<file path="src/rtl/fetch_byte_pkg.sv">
// Shared types for the word-fetch / byte-serialise block.
// State encoding and lane index live here so neighbours can reuse them.
package fetch_byte_pkg;

  typedef enum logic [3:0] {
    S_IDLE,
    S_READ,
    S_WAIT,
    S_LOAD,
    S_SEND,
    S_TXHI,
    S_TXLO,
    S_NEXT,
    S_DONE
  } state_e;

  typedef logic [1:0] lane_t;

  localparam lane_t LANE_FIRST = 2'd0;
  localparam lane_t LANE_LAST  = 2'd3;

endpackage

</file>
<file path="src/rtl/fetch_byte.sv">
// Reads 32-bit words from memory and streams them, low byte
// first, to a UART transmitter using a tx_start/tx_busy handshake.
module fetch_byte
  import fetch_byte_pkg::*;
#(
  parameter int unsigned BYTES     = 36,
  parameter logic [15:0] BASE_ADDR = 16'd0,
  parameter int unsigned RD_LAT    = 1
) (
  input  logic        clk,
  input  logic        rst,
  input  logic        start,
  output logic        rd_en,
  output logic [15:0] address,
  input  logic [31:0] mem_data,
  input  logic        tx_busy,
  output logic        tx_start,
  output logic [7:0]  tx_byte,
  output logic        done
);

  localparam logic [16:0] LAST_BYTE = 17'(BYTES - 1);
  localparam logic [1:0]  WAIT_LAST =
    2'(RD_LAT >= 2 ? RD_LAT - 2 : 0);
  localparam logic [15:0] FIRST_ADDR = BASE_ADDR + 16'd1;

  state_e      state_q, state_d;
  logic [1:0]  wait_q, wait_d;
  logic [31:0] word_q, word_d;
  lane_t       lane_q, lane_d;
  logic [16:0] cnt_q, cnt_d;
  logic [15:0] addr_q, addr_d;
  logic        rd_en_q, rd_en_d;
  logic        tx_start_q, tx_start_d;
  logic [7:0]  tx_byte_q, tx_byte_d;
  logic        done_q, done_d;

  logic [31:0] mux_word;
  lane_t       mux_lane;
  logic [7:0]  sel_byte;

  // Lane 0 comes straight from memory in LOAD; later lanes
  // come from the captured word, one lane ahead of lane_q.
  always_comb begin
    mux_word = word_q;
    mux_lane = lane_q + 2'd1;
    if (state_q == S_LOAD) begin
      mux_word = mem_data;
      mux_lane = LANE_FIRST;
    end
  end

  always_comb begin
    sel_byte = 8'd0;
    unique case (mux_lane)
      2'd0: sel_byte = mux_word[7:0];
      2'd1: sel_byte = mux_word[15:8];
      2'd2: sel_byte = mux_word[23:16];
      2'd3: sel_byte = mux_word[31:24];
      default: sel_byte = 8'd0;
    endcase
  end

  always_comb begin
    state_d    = state_q;
    wait_d     = wait_q;
    word_d     = word_q;
    lane_d     = lane_q;
    cnt_d      = cnt_q;
    addr_d     = addr_q;
    rd_en_d    = 1'b0;
    tx_start_d = 1'b0;
    tx_byte_d  = tx_byte_q;
    done_d     = done_q;
    unique case (state_q)
      S_IDLE: begin
        if (start && !tx_busy) begin
          state_d = S_READ;
          addr_d  = FIRST_ADDR;
          cnt_d   = '0;
          lane_d  = LANE_FIRST;
          rd_en_d = 1'b1;
        end
      end
      S_READ: begin
        wait_d = '0;
        if (RD_LAT <= 1) begin
          state_d = S_LOAD;
        end else begin
          state_d = S_WAIT;
        end
      end
      S_WAIT: begin
        if (wait_q == WAIT_LAST) begin
          state_d = S_LOAD;
        end else begin
          wait_d = wait_q + 2'd1;
        end
      end
      S_LOAD: begin
        word_d     = mem_data;
        lane_d     = LANE_FIRST;
        tx_byte_d  = sel_byte;
        tx_start_d = 1'b1;
        state_d    = S_SEND;
      end
      S_SEND: begin
        state_d = S_TXHI;
      end
      S_TXHI: begin
        if (tx_busy) begin
          state_d = S_TXLO;
        end
      end
      S_TXLO: begin
        if (!tx_busy) begin
          state_d = S_NEXT;
        end
      end
      S_NEXT: begin
        cnt_d = cnt_q + 17'd1;
        if (cnt_q == LAST_BYTE) begin
          state_d = S_DONE;
          done_d  = 1'b1;
        end else if (lane_q == LANE_LAST) begin
          addr_d  = addr_q + 16'd1;
          rd_en_d = 1'b1;
          state_d = S_READ;
        end else begin
          lane_d     = lane_q + 2'd1;
          tx_byte_d  = sel_byte;
          tx_start_d = 1'b1;
          state_d    = S_SEND;
        end
      end
      S_DONE: begin
        if (start) begin
          done_d  = 1'b0;
          addr_d  = FIRST_ADDR;
          cnt_d   = '0;
          lane_d  = LANE_FIRST;
          rd_en_d = 1'b1;
          state_d = S_READ;
        end
      end
      default: begin
        state_d = S_IDLE;
      end
    endcase
  end

  always_ff @(posedge clk) begin
    if (rst) begin
      state_q    <= S_IDLE;
      wait_q     <= '0;
      word_q     <= '0;
      lane_q     <= '0;
      cnt_q      <= '0;
      addr_q     <= BASE_ADDR;
      rd_en_q    <= 1'b0;
      tx_start_q <= 1'b0;
      tx_byte_q  <= 8'd0;
      done_q     <= 1'b0;
    end else begin
      state_q    <= state_d;
      wait_q     <= wait_d;
      word_q     <= word_d;
      lane_q     <= lane_d;
      cnt_q      <= cnt_d;
      addr_q     <= addr_d;
      rd_en_q    <= rd_en_d;
      tx_start_q <= tx_start_d;
      tx_byte_q  <= tx_byte_d;
      done_q     <= done_d;
    end
  end

  assign rd_en    = rd_en_q;
  assign address  = addr_q;
  assign tx_start = tx_start_q;
  assign tx_byte  = tx_byte_q;
  assign done     = done_q;

endmodule

</file>
<file path="config.mk">
export PLATFORM = sky130hd
export DESIGN_NAME = fetch_byte
export DESIGN_NICKNAME = d
export VERILOG_FILES = /design/src/rtl/fetch_byte_pkg.sv /design/src/rtl/fetch_byte.sv
export SDC_FILE = /design/constraint.sdc
export NUM_CORES = 1
export LEC_CHECK = 0
export BUFFER_PORTS_ARGS = -buffer_cell sky130_fd_sc_hd__buf_2
export CELL_PAD_IN_SITES_DETAIL_PLACEMENT = 2
export CELL_PAD_IN_SITES_GLOBAL_PLACEMENT = 2
export CORE_ASPECT_RATIO = 0.6
export CORE_MARGIN = 10
export CORE_UTILIZATION = 30
export DETAILED_ROUTE_END_ITERATION = 10
export HOLD_SLACK_MARGIN = 0.12
export PLACE_DENSITY_LB_ADDON = 0.1
export SLEW_MARGIN = 20
export SYNTH_ARGS = -nofsm -noshare
export SYNTH_HDL_FRONTEND = slang
export SYNTH_SLANG_ARGS = --single-unit
</file>
<file path="constraint.sdc">
create_clock -name clk -period 2.1 [get_ports clk]
set_clock_uncertainty 0.1 [all_clocks]
set_input_delay 0.105 -clock clk [delete_from_list [all_inputs] [get_ports clk]]
set_output_delay 0.105 -clock clk [all_outputs]
set_load 0.05 [all_outputs]
</file>
==> results by stage, run 1 <==
Run status:
- The flow ran to the end, and the final reports show no timing, DRC or antenna violations.

Timing:
- The final hold slack is 0.1887 ns.
- The worst pin sits at a relative slew slack of 66.11%.
- The peak clock frequency supported by timing is 0.4989 GHz.
- The max-slew violation count is 0.
- The final setup violation count is 0.
- Setup repair after global routing could not meet its margin everywhere.
- The slew at the pin closest to its max-slew limit is 0.5084 ns.
- After layout, the worst path uses 95.44% of the clock period.
- The smallest clock period supported by the final layout is computed as 2.004 ns.
- The final count of hold timing violations is 0.

Worst setup path:
- The signal on the critical path passes through ha_1, nor4b_4, nand4_1, buf_4, o211ai_4, buf_12, or4_1, a21oi_1.
- Data on the critical path is required at its endpoint by 2.27 ns.
- The setup path with the least slack is of type flop to flop.
- The element type at the critical path start is a flop.
- The largest single stage delay on the critical path is 0.47 ns.
- The arrival time at the worst endpoint is 2.18 ns.
- In this run the critical register-to-register path is launched from cnt_q[0].
- The cell with the largest stage delay on the worst path is or4_1.
- In this run the worst setup path begins at cnt_q[0].
- STA classifies the critical path endpoint as a flop.
- The maximum fanout encountered on the critical timing path is 16.

Routing:
- The sum of routed wire length over all layers is 13.71 mm.
- The average via count per standard cell is 5.054.
- The first-pass iteration count of the detailed router is 4.
- For this block, the via count after detailed routing is 3755.
- The number of design rule violations left after detail routing is 0.
- The violation count after the first detailed-route iteration is 117.
- After detailed routing, the average wire length per cell comes to 18.45 um.
- The count of antenna-violating nets left after detailed routing is 0.

Logic synthesis:
- The number of warnings reported in the yosys synthesis log is 0.
- After synthesis the netlist holds a flip-flop and latch count of 84.
- The post-synthesis cell type with the largest combined area is dfxtp_1.
- The count of mapped cells out of synthesis is 458.
- The net count of the mapped netlist is 498.
- A synthesized cell averages 8.603 sq um.
- After synthesis, the cell types taking the most area are dfxtp_1, nand2_1, a21oi_1.
- The share of the Yosys chip area taken by registers is 42.68%.
- The area fraction of the dominant cell type after synthesis is 42.68%.
- The fraction of synthesis flops using an asynchronous set or reset pin is 0%.
- The cell area after technology mapping is 3940 sq um.
- The number of flops mapped to enable cells by yosys is 0.
- Yosys mapped the design onto 49 distinct sky130hd cell types.
- For this run, the leading register cell type out of synthesis is dfxtp_1.

Die:
- The floorplan step set the die height to 108.8 um.
- The floorplan has 32 rows.
- The initial utilization of the core area, before any placement, comes to 30.66%.
- The die span in x is 168.0 um.
- The die outline area is 18270 sq um.
- The number of placed I/O pins is 63.
- The total area inside the core boundary comes to 12850 sq um.

Place:
- The half-perimeter wire length of the detailed placement result is 9.456 mm.
- During placement, the flow inserted port buffers numbering 62.
- Summing all placed instances gives a cell area of 4589 sq um.
- Once placement completed, the tool counted placed cells totaling 691.
- The routability congestion estimate from global placement is 0.7694.

Final layout:
- Compared with the post-synthesis result, the final layout area differs by 34.07%.
- The net count of the finished layout is 607.
- The library cells used most frequently in the layout, excluding fill and tap cells, are nand2_1, dfxtp_1, buf_2.
- The count of non-filler cells in the finished layout is 743.
- The total of fill cells in the finished design is 1420.
- The area used by sequential logic in the layout is 1687 sq um.
- Leaving out fill and tap cells, the most frequent cell in the layout is nand2_1.
- The layout cell share with drive strength beyond 1 is 24.65%.
- The final cell area excluding filler cells is 5283 sq um.
- The footprint of the multi-input gates is 2141 sq um.

CTS:
- In this run the clock root is driven by a clkbuf_16.
- For this design, the sink count on the clock tree is 84.
- The clock passes through at most 2 buffers.
- The total clock buffers created by CTS is 9.
- The clock insertion delay at the later pin of the skew report is 0.34 ns.
- The depth of the CTS H-tree is 3.
- After clock tree synthesis, the clock-pin slew on the worst setup and hold paths is 0.07 ns.
- The clock tree from TritonCTS is done.

GRT:
- The number of global-route vias before repair was 4082.
- After global routing the overflow that remains totals 0.
- The initial antenna violation count is 0.
- Entering global routing, the biggest net connects 50 pins.
- The first global-routing pass estimated 22.43 mm of wire.
- The global-route usage over all layers is 15.08%.

Pwr:
- The worst voltage drop across the vdd grid is 0.3932 mV.
- Per report_power, the clock group accounts for 35.1% of the total.
- The switching part of the total is 33.08%.
- The internal power summed over all cells is 2.962 mW.
- The net switching power figure is 1.464 mW.
- Combinational logic burns 24.5% of the power.
- The share of power burned in registers is 40.4%.
- Dividing total power by cell area gives a power density of 837.9 nW/um^2.
- Summed over all cells, the static leakage comes to 2.032 nW.

Min path:
- The worst hold-check path type is input pin to flop.
- The launch instance of the worst min-delay path is tx_busy.

Run:
- Max-cap violations in this run came to 0.
==> area by class of cell <==
type | count | share of cell area [%]
sequential | 84 | 31.93
inverter | 7 | 0.4974
tap | 170 | 4.027
clock buffer | 10 | 4.524
timing repair buffer | 128 | 17.57
antenna | 1 | 0.04737
clock inverter | 6 | 0.8764
multi-input combinational | 337 | 40.53
==> power groups by stage <==
stage	registers, mW	logic (mW)	clock network, mW
finish	1.79	1.08	1.55
global route	1.81	1.18	1.68
CTS	1.78	1.08	1.61
detailed placement	1.81	1.01	0
global placement	1.81	0.974	0
floorplan	1.92	0.555	0
==> synth_stat cells (2+ instances only) <==
master / n
and3_1: 3
ha_1: 4
xnor2_1: 5
nor4_1: 4
a21oi_1: 53
a31oi_1: 3
nor4b_2: 2
or3_1: 11
mux4_2: 8
o21ai_0: 6
o31ai_1: 3
nand2b_1: 8
nor3_1: 2
buf_1: 4
o21ai_1: 7
inv_1: 7
nand3_1: 15
or4_1: 4
and2b_1: 2
nand2_1: 87
buf_4: 4
nor2b_1: 2
and4_1: 3
a211oi_1: 10
nand3_2: 2
buf_2: 9
xor2_1: 10
nand4_1: 17
nor2_1: 35
clkbuf_1: 12
dfxtp_1: 84
mux2i_1: 15
==> path summary, 6_finish.rpt <==
kind           endpoint  slack [ns]  cells after the start
min          state_q[1]        0.19                      4
max reg2reg  address[5]         0.1                      8
max          address[5]         0.1                      8
min reg2reg  word_q[19]        0.36                      2
==> logic make-up (layout without fill, tap and decap cells) <==
kind of cell               after synthesis  after routing  synth area share [%]
DFF                                     84             84                 42.68
adders and majority gates                4              4                 1.270
AOI/OAI and AO/OA                       90             90                 13.69
xor gates and xnor gates                15             15                 3.334
buffers and inverters                   37            151                 4.382
muxes                                   23             23                 8.383
and+or+nand+nor                        205            205                 26.26
other                                    0              1                     0
==> registers in the layout, indices dropped and copies added (netlist names) <==
name / flops
cnt_q: 17
tx_start: 1
lane_q: 2
wait_q: 2
tx_byte: 8
address: 16
rd_en: 1
state_q: 4
done: 1
word_q: 32
==> timing repair <==
| item | CTS | global route |
|---|---|---|
| resized for setup | 5 | 9 |
| endpoints found under the setup margin | 13 | 27 |
| endpoints found under the hold margin | 47 | 0 |
| hold buffers | 34 | 0 |
| pin swaps | 1 | 3 |
| buffers inserted | 1 | 0 |
==> worst max-delay path: cells and delay by family (launching register included) <==
kind | cells | cell delay [ns]
and+or+nand+nor | 3 | 0.76
DFF | 1 | 0.33
buffers and inverters | 2 | 0.31
AOI/OAI and AO/OA | 2 | 0.22
adders and majority gates | 1 | 0.21
==> metrics by stage <==
step | utilization [%] | worst slack [ns] | total power, mW | setup TNS (ns)
2_1_floorplan | - | 0.1029 | 2.473 | 0
3_3_place_gp | 35.71 | 0.05594 | 2.780 | 0
3_5_place_dp | 35.71 | -0.03062 | 2.827 | -0.04729
4_1_cts | 40.79 | 0.03159 | 4.465 | 0
5_1_grt | 41.08 | -0.01079 | 4.665 | -0.02329
6_report | 41.10 | 0.09567 | 4.426 | 0
==> metal layers <==
metal / share of wire [%] / track usage (%) / vias up
li1: - / - / 1839
met1: 50 / 20.28 / 1859
met2: 46 / 23.82 / 48
met3: 3.2 / 3.701 / 9
met4: 0.77 / 3.837 / 0
met5: 0 / 0 / -
Power figures use the tool's default switching activity.
==> inputs of run 2 (changes only) <==
SETUP_SLACK_MARGIN = 0.15   (was not set)
==> results by stage, run 2 (same netlist as run 1, synthesis figures left out) <==
Final layout:
- The flip-flop count of the largest register after layout is 32 (unchanged).
- The synthesis-to-finish area growth is 39.16%.
- The final cell area excluding filler cells is 5483 sq um (+3.8%).
- The layout cell share with drive strength beyond 1 is 30.43% (+5.8 points).
- The count of non-filler cells in the finished layout is 746 (+0.40%).
- The most common library cell in the layout ignoring fill and taps is nand2_1.
- Counting flops per register, the top entry is word_q.
- The final-stage net count is 610 (+0.49%).
- Leaving out fill and tap cells, the most frequent cells in the layout are nand2_1, dfxtp_1, buf_2.

Run:
- The max-capacitance violation count was 0 (unchanged).

Worst setup path:
- The maximum fanout encountered on the critical timing path is 5 (-11).
- On the critical path the largest part of the delay comes from simple AND/OR/NAND/NOR gates.
- The endpoint identified for the worst register-to-register timing path is tx_byte[5].
- The element type at the critical path start is a flop.
- The startpoint identified for the worst register-to-register timing path is cnt_q[12].
- The number of cells on the worst reg-to-reg path is 7 (-1).
- The biggest cell delay along the critical path is 0.35 ns (-0.12 ns).
- The critical path depth in cells is 7 (-1).
- Walking the worst path, the cells encountered are nor4_4, buf_4, and4_4, or3_4, buf_12, mux2i_1, a211oi_1.
- The data required time of the critical path is 2.20 ns (-0.07 ns).
- STA classifies the critical path endpoint as a flop.
- The worst reg-to-reg setup slack is 0.13 ns (+0.03 ns).
- The arrival time at the worst endpoint is 2.07 ns (-0.11 ns).
- The largest individual stage delay along the critical path comes from the cell dfxtp_2.
- The category of the most critical setup path is flop to flop.
- The count of buffer and inverter cells on the critical path was 2 (unchanged).

CTS:
- The number of clock sinks was 84 (unchanged).
- The clock insertion delay at the later pin of the skew report is 0.35 ns (about the same).
- The tree is rooted in a clkbuf_16.
- The buffer levels on the longest clock path came to 2 (unchanged).
- The total clock buffers created by CTS is 9 (unchanged).
- The depth of the CTS H-tree was 3 (unchanged).
- TritonCTS built the clock tree.
- The clock-pin slew reported for the worst setup and hold paths after clock tree synthesis is 0.07 ns (about the same).

Timing:
- Setup repair after global routing could not meet its margin everywhere.
- The max-slew violation count is 0 (unchanged).
- The post-route worst setup slack was 0.1304 ns (+0.03469 ns).
- The share of the clock period used by the worst path after layout was 93.79% (-1.7 points).
- The final setup violation count is 0 (unchanged).
- The worst slew margin relative to its limit was 61.56% (-4.5 points).
- The final critical delay including setup and external delays came to 1.970 ns (-0.03469 ns).
- The slew at the pin closest to its max-slew limit is 0.5765 ns (+0.06812 ns).
- The final count of hold timing violations is 0 (unchanged).
- The peak clock frequency supported by timing is 0.5077 GHz (+1.8%).

Routing:
- The overall via count from detail_route is 3772 (+0.45%).
- The average wire length per cell after detail routing is 18.75 um (+1.7%).
- The count of antenna-violating nets left after detailed routing came to 0 (unchanged).
- The number of design rule violations left after detail routing came to 0 (unchanged).
- The first-pass iteration count of the detailed router is 4 (unchanged).
- The average via count per standard cell was 5.056 (about the same).
- The sum of routed wire length over all layers is 13.99 mm (+2.1%).
- The violation count after the first detailed-route iteration was 120 (+2.6%).

Min path:
- The startpoint identified for the worst hold timing path is rst.
- The worst hold-check path type is input pin to flop.
- The cell depth of the worst hold path came to 3 (-1).
- The path with the worst hold slack has its endpoint at cnt_q[3].

Die:
- The die outline area is 18270 sq um (unchanged).
- The row count is 32 (unchanged).
- The starting density of the core is 30.66% (unchanged).
- The die span in x is 168.0 um (unchanged).
- The number of placed I/O pins came to 63 (unchanged).
- The total core area is 12850 sq um (unchanged).
- The vertical extent of the die is 108.8 um (unchanged).

Place:
- The number of buffers added on ports was 62 (unchanged).
- The placed cell area is 4552 sq um (-0.82%).
- The routability congestion estimate from global placement is 0.7680 (-0.18%).
- The half-perimeter wire length of the detailed placement result was 9.324 mm (-1.4%).
- The minimum setup slack after placement is -0.02615 ns (+0.004475 ns).
- The number of cells in the design after placement is 687 (-0.58%).

Run status:
- The flow ran to the end, and the final reports show no timing, DRC or antenna violations.

GRT:
- The maximum number of pins on one net before global-route repair is 53 (+6.0%).
- The global-route usage over all layers is 15.21% (+0.13 points).
- The remaining global-route overflow is 0 (unchanged).
- The number of global-route vias before repair is 4195 (+2.8%).
- The wire length of the first global-routing pass is 22.85 mm (+1.8%).
- The initial antenna violation count is 0 (unchanged).

Pwr:
- The worst voltage drop across the vdd grid is 0.3576 mV (-9.1%).
- The power per cell area is 846.4 nW/um^2 (+1.0%).
- The static leakage is 2.086 nW (+2.7%).
==> run 2: layer usage <==
layer | global-route usage [%] | up-vias | part of all wire, %
met3 | 3.306 | 10 | 3.0
met2 | 25.06 | 41 | 47
li1 | - | 1852 | -
met1 | 20.09 | 1869 | 50
met4 | 3.342 | 0 | 0.66
met5 | 0 | - | 0
==> run 2: power by group <==
group          internal [mW]  switching, mW
clock                  0.940          0.735
sequential              1.70         0.0853
combinational          0.468          0.714
==> run 2: worst max path at each step <==
stage                    from    endpoint  slack, ns
global route        cnt_q[13]  address[0]       0.06
finish              cnt_q[12]  tx_byte[5]       0.13
CTS                  cnt_q[1]  tx_byte[3]       0.10
detailed placement  cnt_q[12]  tx_byte[1]      -0.03
floorplan            cnt_q[0]  address[0]       0.16
global placement    cnt_q[12]  tx_byte[2]       0.07
==> run 2: through the flow <==
step	power [mW]	utilization (%)	TNS [ns]	hold slack (ns)
2_1_floorplan	2.476	-	0	0.1410
3_3_place_gp	2.764	35.42	0	0.2443
3_5_place_dp	2.798	35.42	-0.02615	0.2566
4_1_cts	4.616	41.59	0	0.1529
5_1_grt	4.890	42.64	0	0.1493
6_report	4.641	42.66	0	0.1297
==> run 2: cell type report <==
cell class	count	area, sq um
repair buffers	130	963.4
fillers	1387	7370
well taps	170	212.7
inverters	7	26.28
clock inverters	7	81.33
multi-input cells	338	2268
diodes	1	2.502
flip-flops and latches	84	1703
clock buffers	9	225.2
==> run 2: tightest hold or removal path, delay by kind of cell <==
family	cells	cell delay [ns]
buffers and inverters	1	0.10
and+or+nand+nor	1	0.08
AOI/OAI and AO/OA	1	0.24
==> run 2: repair_timing <==
item / in CTS / in global routing
gates cloned: 2 / 0
hold buffers: 33 / 0
buffers inserted: 4 / 3
endpoints found under the setup margin: 25 / 42
pin swaps: 9 / 23
gates resized for setup: 22 / 34
endpoints found under the hold margin: 42 / 0
==> inputs of run 3 (changes only) <==
HOLD_SLACK_MARGIN = not set   (was 0.12)
PLACE_DENSITY = 0.78   (was not set)
PLACE_DENSITY_LB_ADDON = not set   (was 0.1)
==> results by stage, run 3 (same netlist as run 1, synthesis figures left out) <==
Run status:
- The run finished with clean final reports.

Final layout:
- The most common library cell in the layout ignoring fill and taps is nand2_1.
- The footprint of the multi-input gates is 2263 sq um (-0.22%).
- The area used by sequential logic in the layout was 1703 sq um (unchanged).
- The final-stage net count is 606 (-0.66%).
- The flip-flop count of the largest register after layout came to 32 (unchanged).
- The synthesis-to-finish area growth is 39.63%.
- Counting flops per register, the top entry is word_q.
- The final cell area excluding filler cells is 5502 sq um (+0.34%).
- The layout cell share with drive strength beyond 1 was 29.77% (-0.66 points).
- The total of fill cells in the finished design is 1360 (-1.9%).
- The share of the core filled with cells in the final layout is 42.81% (+0.15 points).
- The top cell types in the final layout, fill and taps aside, are nand2_1, dfxtp_1, buf_2.

Place:
- The half-perimeter wire length of the detailed placement result is 9.932 mm (+6.5%).
- The routability congestion estimate from global placement is 0.7905 (+2.9%).
- The number of buffers added on ports is 62 (unchanged).
- The minimum setup slack after placement came to 0.02684 ns (+0.05299 ns).
- The placed cell area is 4514 sq um (-0.82%).

Worst setup path:
- The maximum fanout encountered on the critical timing path is 5 (unchanged).
- The worst register-to-register path begins at cnt_q[12].
- The worst reg-to-reg setup slack is 0.05 ns (-0.08 ns).
- The data required time of the critical path is 2.23 ns (+0.03 ns).
- The biggest cell delay along the critical path was 0.37 ns (+0.02 ns).
- The type of destination of the critical path is a flop.
- In this run the critical register-to-register path is captured at address[0].
- The top cell family by delay on the critical path is simple AND/OR/NAND/NOR gates.
- Traced cell by cell, the critical path runs through nor4_4, nand4_1, buf_6, o211ai_4, buf_12, mux2i_1, nor2_1.
- The element type at the critical path start is a flop.
- The category of the most critical setup path is flop to flop.
- The cell with the largest stage delay on the worst path is nor4_4.
- The arrival time at the worst endpoint came to 2.18 ns (+0.11 ns).
- The number of cells on the worst reg-to-reg path is 7 (unchanged).
- The count of buffer and inverter cells on the critical path came to 2 (unchanged).

Timing:
- The worst slew margin relative to its limit is 64.97% (+3.4 points).
- The share of the clock period used by the worst path after layout is 97.73% (+3.9 points).
- The max-slew violation count is 0 (unchanged).
- The final setup violation count came to 0 (unchanged).
- The post-route worst setup slack is 0.04772 ns (-0.08264 ns).
- The final count of hold timing violations is 0 (unchanged).
- The slew at the pin closest to its max-slew limit is 0.5254 ns (-0.05113 ns).
- The peak clock frequency supported by timing was 0.4873 GHz (-4.0%).
- The final critical delay including setup and external delays is 2.052 ns (+0.08264 ns).
- Setup repair after global routing could not meet its margin everywhere.

Die:
- The total core area is 12850 sq um (unchanged).
- The die span in x came to 168.0 um (unchanged).
- The starting density of the core is 30.66% (unchanged).
- The row count is 32 (unchanged).
- The die outline area came to 18270 sq um (unchanged).
- The vertical extent of the die is 108.8 um (unchanged).
- The number of placed I/O pins was 63 (unchanged).

Routing:
- The overall via count from detail_route is 3930 (+4.2%).
- The number of design rule violations left after detail routing is 0 (unchanged).
- The count of antenna-violating nets left after detailed routing is 0 (unchanged).
- The average via count per standard cell is 5.289 (+4.6%).
- The first-pass iteration count of the detailed router is 4 (unchanged).
- The sum of routed wire length over all layers was 16.69 mm (+19%).
- The violation count after the first detailed-route iteration is 231 (+93%).
- The average wire length per cell after detail routing is 22.47 um (+20%).

Pwr:
- The static leakage is 2.096 nW (+0.48%).
- The power per cell area came to 912.7 nW/um^2 (+7.8%).
- The overall power after layout was 5.021 mW (+8.2%).
- The worst voltage drop across the vdd grid is 0.4160 mV (+16%).

Min path:
- The startpoint identified for the worst hold timing path is rst.
- The terminating pin of the worst hold path is lane_q[0].
- The worst hold path belongs to the class input pin to flop.
- The cell depth of the worst hold path is 2 (-1).

CTS:
- The depth of the CTS H-tree is 3 (unchanged).
- The root cell of the clock tree is clkbuf_16.
- The clock insertion delay at the later pin of the skew report is 0.35 ns (about the same).
- The buffer levels on the longest clock path is 2 (unchanged).
- The clock-pin slew reported for the worst setup and hold paths after clock tree synthesis is 0.06 ns (about the same).
- TritonCTS built the clock tree.
- The total clock buffers created by CTS is 9 (unchanged).
- The number of clock sinks is 84 (unchanged).

GRT:
- The initial antenna violation count is 1 (+1).
- The remaining global-route overflow is 0 (unchanged).
- The number of global-route vias before repair is 4296 (+2.4%).
- The maximum number of pins on one net before global-route repair is 50 (-5.7%).
- The global-route usage over all layers is 17.09% (+1.9 points).
- The wire length of the first global-routing pass was 24.99 mm (+9.4%).

Run:
- The max-capacitance violation count came to 0 (unchanged).
-- run 3: cell types whose count changed in the layout (fill, tap and decap cells not counted), sizes merged --
cell	before	now
clkinv	2	1
buf	97	94
dlygate4sd3	33	32
diode	1	2
bufinv	1	3
inv	10	8
clkbuf	9	12
clkinvlp	1	0
o211ai	3	2
-- run 3: metal layers --
layer / GRT usage, % / vias to the layer above / share of wire [%]
met2: 28.17 / 89 / 48
met1: 21.98 / 1977 / 46
met4: 5.260 / 0 / 1.9
met5: 0 / - / 0
met3: 3.845 / 27 / 3.9
li1: - / 1837 / -
-- run 3: timing repair --
item                                    4_1_cts  5_1_grt
endpoints found under the setup margin       32       56
setup buffers                                 3        7
hold endpoints to repair                     38        0
hold buffers                                 32        0
resized for setup                             8       41
pin swaps                                     2       13
gates cloned                                  0        1
-- run 3: how the worst max path moves through the flow --
| stage | start | end | slack [ns] | depth (start not counted) |
|---|---|---|---|---|
| 6_report | cnt_q[12] | address[0] | 0.05 | 7 |
| 3_5_place_dp | cnt_q[0] | address[0] | 0.03 | 6 |
| 4_1_cts | cnt_q[0] | tx_byte[5] | 0.13 | 7 |
| 5_1_grt | cnt_q[0] | address[0] | -0.02 | 8 |
| 3_3_place_gp | cnt_q[0] | address[0] | 0.14 | 6 |
| 2_1_floorplan | cnt_q[0] | address[0] | 0.16 | 8 |
-- run 3: worst register-to-register path, cell delays in order, from the launching register on --
cell,delay (ns)
dfxtp_1,0.35
nor4_4,0.37
nand4_1,0.21
buf_6,0.19
o211ai_4,0.28
buf_12,0.16
mux2i_1,0.21
nor2_1,0.07
-- run 3: final cells by class --
type                            count  area share [%]
Timing Repair Buffer              127           17.10
Clock buffer                       11           4.412
Sequential cell                    84           30.95
Multi-Input combinational cell    337           41.14
Tap cell                          170           3.866
Inverter                            7          0.4776
Clock inverter                      5           1.956
Antenna cell                        2         0.09097
-- run 3: metrics by stage --
step | TNS, ns | instances | hold WS, ns
6_report | 0 | 743 | 0.02545
4_1_cts | 0 | 733 | 0.004368
3_3_place_gp | 0 | 682 | 0.2490
5_1_grt | -0.01578 | 741 | 0.06359
2_1_floorplan | 0 | 458 | 0.1410
3_5_place_dp | 0 | 682 | 0.2577
-- run 3: report_power, final --
part | switching (mW) | internal [mW] | total (mW)
registers | 0.109 | 1.70 | 1.81
clock network | 0.702 | 1.20 | 1.90
logic | 0.774 | 0.531 | 1.31
total | 1.59 | 3.44 | 5.02
